File: src/rtl/float_multiplier_param.sv
// Multi-cycle FP multiplier (EXP_W/MAN_W), subnormals flushed, Inf/NaN handled, FMUL_ROUND_RNE_EN selects RNE else truncate.
// Latency: out_valid 4 cycles after accept; one result per 5 cycles.
// Backpressure: result and flags held while out_valid && !out_ready; in_ready only in IDLE.
module float_multiplier_param #(
   parameter int EXP_W = 8,
   parameter int MAN_W = 7
) (
   input  logic                   clock,
   input  logic                   reset,
   input  logic                   in_valid,
   output logic                   in_ready,
   input  logic [EXP_W+MAN_W:0]   a,
   input  logic [EXP_W+MAN_W:0]   b,
   output logic                   out_valid,
   input  logic                   out_ready,
   output logic [EXP_W+MAN_W:0]   y,
   output logic                   overflow,
   output logic                   underflow
);

   localparam int W    = 1 + EXP_W + MAN_W;
   localparam int PW   = 2 * (MAN_W + 1);
   localparam int XW   = EXP_W + 2;
   localparam int BIAS = 2**(EXP_W-1) - 1;
   localparam logic [EXP_W-1:0]        EXP_ONES = '1;
   localparam logic signed [XW-1:0]    EXP_MAX  = XW'(2**EXP_W - 1);
   localparam logic signed [XW-1:0]    BIAS_X   = XW'(BIAS);

   typedef enum logic [2:0] {IDLE, MUL, NORM, ROUND, DONE} state_t;

   state_t state, state_nxt;

   logic [W-1:0]            a_q, b_q;
   logic                    sign_q;
   logic                    is_nan_q, is_inf_q, is_zero_q;
   logic [PW-1:0]           prod_q;
   logic signed [XW-1:0]    exp_q;
   logic [MAN_W:0]          man_q;
   logic                    g_q, s_q;

   // ---------------- operand decode (MUL stage) ----------------
   logic [EXP_W-1:0]        ea, eb;
   logic [MAN_W-1:0]        fa, fb;
   logic                    a_zero, a_inf, a_nan, b_zero, b_inf, b_nan;
   logic [PW-1:0]           mul_prod;
   logic signed [XW-1:0]    mul_exp;

   assign ea = a_q[W-2 -: EXP_W];
   assign eb = b_q[W-2 -: EXP_W];
   assign fa = a_q[MAN_W-1:0];
   assign fb = b_q[MAN_W-1:0];

   assign a_zero = (ea == '0);
   assign b_zero = (eb == '0);
   assign a_inf  = (ea == EXP_ONES) && (fa == '0);
   assign b_inf  = (eb == EXP_ONES) && (fb == '0);
   assign a_nan  = (ea == EXP_ONES) && (fa != '0);
   assign b_nan  = (eb == EXP_ONES) && (fb != '0);

   assign mul_prod = PW'({1'b1, fa}) * PW'({1'b1, fb});
   assign mul_exp  = $signed(XW'(ea)) + $signed(XW'(eb)) - BIAS_X;

   // ---------------- normalise (NORM stage) ----------------
   logic [PW-1:0]           norm_vec;
   logic [MAN_W:0]          norm_man;
   logic                    norm_g, norm_s;
   logic signed [XW-1:0]    norm_exp;

   // Left-align so the leading one sits in the MSB; a right shift then
   // becomes "take the top bits", and the dropped LSB lands in sticky.
   assign norm_vec = prod_q[PW-1] ? prod_q : {prod_q[PW-2:0], 1'b0};
   assign norm_man = norm_vec[PW-1 -: MAN_W+1];
   assign norm_g   = norm_vec[MAN_W];
   assign norm_s   = |norm_vec[MAN_W-1:0];
   assign norm_exp = exp_q + $signed({{(XW-1){1'b0}}, prod_q[PW-1]});

   // ---------------- round (ROUND stage) ----------------
   logic [MAN_W:0]          rnd_man;
   logic signed [XW-1:0]    rnd_exp;
   logic                    unused_ok;

`ifdef FMUL_ROUND_RNE_EN
   logic                    rnd_inc;
   logic [MAN_W+1:0]        rnd_sum;

   assign rnd_inc = g_q & (s_q | man_q[0]);
   assign rnd_sum = {1'b0, man_q} + {{(MAN_W+1){1'b0}}, rnd_inc};
   assign rnd_man = rnd_sum[MAN_W+1] ? rnd_sum[MAN_W+1:1] : rnd_sum[MAN_W:0];
   assign rnd_exp = exp_q + $signed({{(XW-1){1'b0}}, rnd_sum[MAN_W+1]});
   assign unused_ok = rnd_man[MAN_W];
`else
   assign rnd_man   = man_q;
   assign rnd_exp   = exp_q;
   assign unused_ok = ^{rnd_man[MAN_W], g_q, s_q};
`endif

   logic [W-1:0]            fin_y;
   logic                    fin_ovf, fin_unf;

   always_comb begin
      fin_y   = '0;
      fin_ovf = 1'b0;
      fin_unf = 1'b0;
      if (is_nan_q) begin
         fin_y = {sign_q, EXP_ONES, 1'b1, {(MAN_W-1){1'b0}}};
      end else if (is_inf_q) begin
         fin_y = {sign_q, EXP_ONES, {MAN_W{1'b0}}};
      end else if (is_zero_q) begin
         fin_y = {sign_q, {(W-1){1'b0}}};
      end else if (rnd_exp >= EXP_MAX) begin
         fin_y   = {sign_q, EXP_ONES, {MAN_W{1'b0}}};
         fin_ovf = 1'b1;
      end else if (rnd_exp <= $signed(XW'(0))) begin
         fin_y   = {sign_q, {(W-1){1'b0}}};
         fin_unf = 1'b1;
      end else begin
         fin_y = {sign_q, rnd_exp[EXP_W-1:0], rnd_man[MAN_W-1:0]};
      end
   end

   // ---------------- control ----------------
   always_ff @(posedge clock or posedge reset) begin
      if (reset) state <= IDLE;
      else       state <= state_nxt;
   end

   always_comb begin
      state_nxt = state;
      case (state)
         IDLE:    if (in_valid) state_nxt = MUL;
         MUL:     state_nxt = NORM;
         NORM:    state_nxt = ROUND;
         ROUND:   state_nxt = DONE;
         DONE:    if (out_ready) state_nxt = IDLE;
         default: state_nxt = IDLE;
      endcase
   end

   assign in_ready  = (state == IDLE) && !reset;
   assign out_valid = (state == DONE);

   // ---------------- datapath registers ----------------
   always_ff @(posedge clock or posedge reset) begin
      if (reset) begin
         a_q       <= '0;
         b_q       <= '0;
         sign_q    <= 1'b0;
         is_nan_q  <= 1'b0;
         is_inf_q  <= 1'b0;
         is_zero_q <= 1'b0;
         prod_q    <= '0;
         exp_q     <= '0;
         man_q     <= '0;
         g_q       <= 1'b0;
         s_q       <= 1'b0;
         y         <= '0;
         overflow  <= 1'b0;
         underflow <= 1'b0;
      end else begin
         case (state)
            IDLE: begin
               if (in_valid) begin
                  a_q <= a;
                  b_q <= b;
               end
            end
            MUL: begin
               prod_q    <= mul_prod;
               exp_q     <= mul_exp;
               sign_q    <= a_q[W-1] ^ b_q[W-1];
               is_nan_q  <= a_nan | b_nan | (a_zero & b_inf) | (a_inf & b_zero);
               is_inf_q  <= a_inf | b_inf;
               is_zero_q <= a_zero | b_zero;
            end
            NORM: begin
               man_q <= norm_man;
               g_q   <= norm_g;
               s_q   <= norm_s;
               exp_q <= norm_exp;
            end
            ROUND: begin
               y         <= fin_y;
               overflow  <= fin_ovf;
               underflow <= fin_unf;
            end
            default: ;
         endcase
      end
   end

endmodule

File: config.mk
export PLATFORM = sky130hd
export DESIGN_NAME = float_multiplier_param
export DESIGN_NICKNAME = d
export VERILOG_FILES = /design/src/rtl/float_multiplier_param.sv
export SDC_FILE = /design/constraint.sdc
export NUM_CORES = 1
export LEC_CHECK = 0
export ABC_AREA = 1
export CAP_MARGIN = 0
export CORE_MARGIN = 10
export CORE_UTILIZATION = 45
export CTS_CLUSTER_SIZE = 14
export DETAILED_ROUTE_END_ITERATION = 7
export HOLD_SLACK_MARGIN = 0.1
export PLACE_DENSITY_LB_ADDON = 0.15
export SLEW_MARGIN = 10
export SYNTH_ARGS = -nofsm -noshare
export SYNTH_HDL_FRONTEND = slang
export SYNTH_SLANG_ARGS = --single-unit
File: constraint.sdc
create_clock -name clock -period 4.3 [get_ports clock]
set_input_delay 0.645 -clock clock [delete_from_list [all_inputs] [get_ports clock]]
set_output_delay 0.645 -clock clock [all_outputs]
set_load 0.03 [all_outputs]
==> run summary <==
Outcome: completed
Post-Route WL: 14000 µm
Area grow syn2layout: 17.6%
Register area share after synthesis: 32.7%
Initial DRT Pass Iterations: 4
Pre-CTS WS: 0.0888 ns
Crit path largest cell delay: 0.54 ns
# DRC: 0
Worst slew pin tran: 0.899 ns
Hold Crit Class: reg -> reg
Post-synthesis xor/xnor area fraction: 0.690%
Cts hold-fix bufs: 0
EDFF count, synth: 0
Post-route cell area: 7460 µm²
Main combinational cell family by area after synthesis: simple AND/OR/NAND/NOR gates
Mux cell area share after synthesis: 2.66%
Tcrit/Tclk final: 94.3%
CTS Buffer Depth: 2
Post-DP HPWL: 11300 µm
Vias in the first global route: 5111
RePlAce Congestion: 0.908
Die H: 139 µm
Clk sink count: 83
Worst path arrival time: 4.27 ns
Crit path max fanout: 7
Synth Register Bits: 83
Hold slack: 0.480 ns
Netlist cell types: 40
Core area: 13800 µm²
Critical Path Start Type: flip-flop
Clk Latency, worst-skew pair: 0.35 ns
Worst path cell trace: buf_4, nand2_1, inv_1, fa_1, fa_1, inv_1, fa_1, inv_1, fa_1, ha_1, a21oi_1, nand2_1, xnor2_1, o21ai_0
Diode count: 0
Synth Area in Adders: 21.0%
Clock Skews: 0.00811 ns
Via density: 4.86
CTS tree: yes
# rows: 43
Crit path kind: reg -> reg
Die footprint: 19300 µm²
First-pass GRT wire length: 24400 µm
Post-DP Area: 7060 µm²
Critical Path RT: 4.52 ns
Min-delay src: prod_q[13]
Post-synthesis simple-gate area fraction: 23.5%
Syn_area_per_cell: 7.79 µm²
Synth Area in Compound Gates: 7.89%
Root Driver: clkbuf_16
Finish-stage setup viols: 0
Share of cells above drive strength 1: 8.69%
Largest net degree at the start of global routing: 54
CP max stage cell: fa_1
Initial antenna violation count: 0
Nets@finish: 991
Routed Antenna Nets: 0
Top FF cell, synth: dfrtp_1
Fin. max-slew vios: 0
Vias post-DR: 5128
CP startpoint: b_q[4]
GRT Util Overall: 14.8%
CTS Buf Count: 9
RSZ-0062 raised after global routing: yes
Layout fillers: 1288
Post-Syn Instances: 815
Max Cap Viol: 0
CP most frequent cell: fa_1
Crit. End Element: flip-flop
Ports: 56
Mean routed wirelength per cell: 13.2 µm
Cell Area, Synth: 6350 µm²
Iter 0 DRT Violations: 151
Worst reg2reg startpoint: b_q[4]
Worst-path clk slew: 0.07 ns
Ys async rst share: 100%
Port-buffer cells: 55
PnR worst setup slack: 0.246 ns
Remaining Overflow, GRT: 0
Ys Warns: 0
Fmax: 247 MHz
Normalized max-slew margin: 40.0%
Die width: 139 µm
Final hold viol count: 0
H-Tree Depth: 3
Starting Density: 45.9%
Min cycle time layout: 4.05 ns
Syn Nets: 936
flip-flops by register name, indices dropped and copies added, names as in the netlist:
name	cells
y	16
is_nan_q	1
b_q	16
is_inf_q	1
man_q	7
a_q	16
exp_q	10
overflow	1
sign_q	1
prod_q	9
underflow	1
state	3
is_zero_q	1
critical path, delay by kind of cell (launching register included):
kind            cells  cell delay (ns)
compound gates      2             0.39
simple gates        2             0.24
buf+inv             4             0.31
xor+xnor            1             0.25
flops               1             0.46
fa+ha+maj           5             2.28
synthesized netlist by cell type, drive strengths merged, types with 3 or more instances:
master    n  share of area, %
a21oi    49               3.9
a31oi     6              0.59
buf      10              0.93
clkbuf   14              0.85
dfrtp    83                33
fa       36                11
ha       49               9.7
inv     163               9.6
mux2     15               2.7
nand2   200                12
nand3    50               3.9
nand4    12               1.2
nor2     60               3.7
nor3     13               1.4
nor4      5              0.49
o21ai    28               2.2
o22ai     4              0.39
xnor2     3              0.41
kinds of logic (layout without fill, tap and decap cells):
family,count (synthesis),count (layout)
buffers and inverters,188,248
flip-flops,83,83
adder cells (fa/ha/maj),85,85
XOR/XNOR,5,5
AND/OR/NAND/NOR,346,346
multiplexers,15,15
AO/OA/AOI/OAI,93,93
layout make-up:
type / instances / area [µm²] / area share (%)
timing repair buffer: 68 / 648 / 8.69
sequential: 83 / 2090 / 28.0
clock buffer: 9 / 225 / 3.02
clock inverter: 7 / 91.3 / 1.22
multi-input combinational: 544 / 3560 / 47.8
inverter: 164 / 617 / 8.27
tap: 180 / 225 / 3.02
path summary, 6_finish.rpt:
check	to	slack, ns	cells past startpoint
setup / recovery	prod_q[7]	0.25	14
hold / removal	prod_q[13]	0.48	2
setup reg to reg	prod_q[7]	0.25	14
hold reg to reg	prod_q[13]	0.48	2
max in group asynchronous	b_q[5]	2.57	3
min in group asynchronous	a_q[8]	0.81	2
repair_timing:
item / 4_1_cts / 5_1_grt
resized for setup: 0 / 15
setup buffers: 0 / 7
endpoints found under the setup margin: 0 / 7
layout by cell type, fill, tap and decap left out, types with 3 or more instances in the layout:
master / n
nand2_1: 196
inv_1: 156
dfrtp_1: 73
nor2_1: 58
clkdlybuf4s50_1: 55
nand3_1: 49
a21oi_1: 48
ha_1: 47
fa_1: 36
o21ai_0: 26
mux2_2: 14
buf_4: 13
nand4_1: 12
nor3_1: 11
dfrtp_2: 10
clkbuf_16: 9
inv_2: 6
a31oi_1: 6
nor4_1: 5
o22ai_1: 4
inv_8: 4
xnor2_1: 3
through the flow:
stage	setup TNS, ns	utilization [%]	cells
2_1_floorplan	0	-	815
3_3_place_gp	0	51.1	1032
3_5_place_dp	0	51.1	1032
4_1_cts	0	53.4	1048
5_1_grt	-0.0578	54.0	1055
6_report	0	54.0	1055
metal layers:
metal  GRT usage, %  vias to the layer above  routed length [µm]
met3           4.14                        9                 711
met5              0                        -                   0
met1           20.0                     2373                6870
li1               -                     2665                   -
met4           4.01                        0                 111
met2           22.9                       81                6270
Power is not shown: default switching activity piles up to over one toggle a cycle in this logic, so the estimate is an artifact.
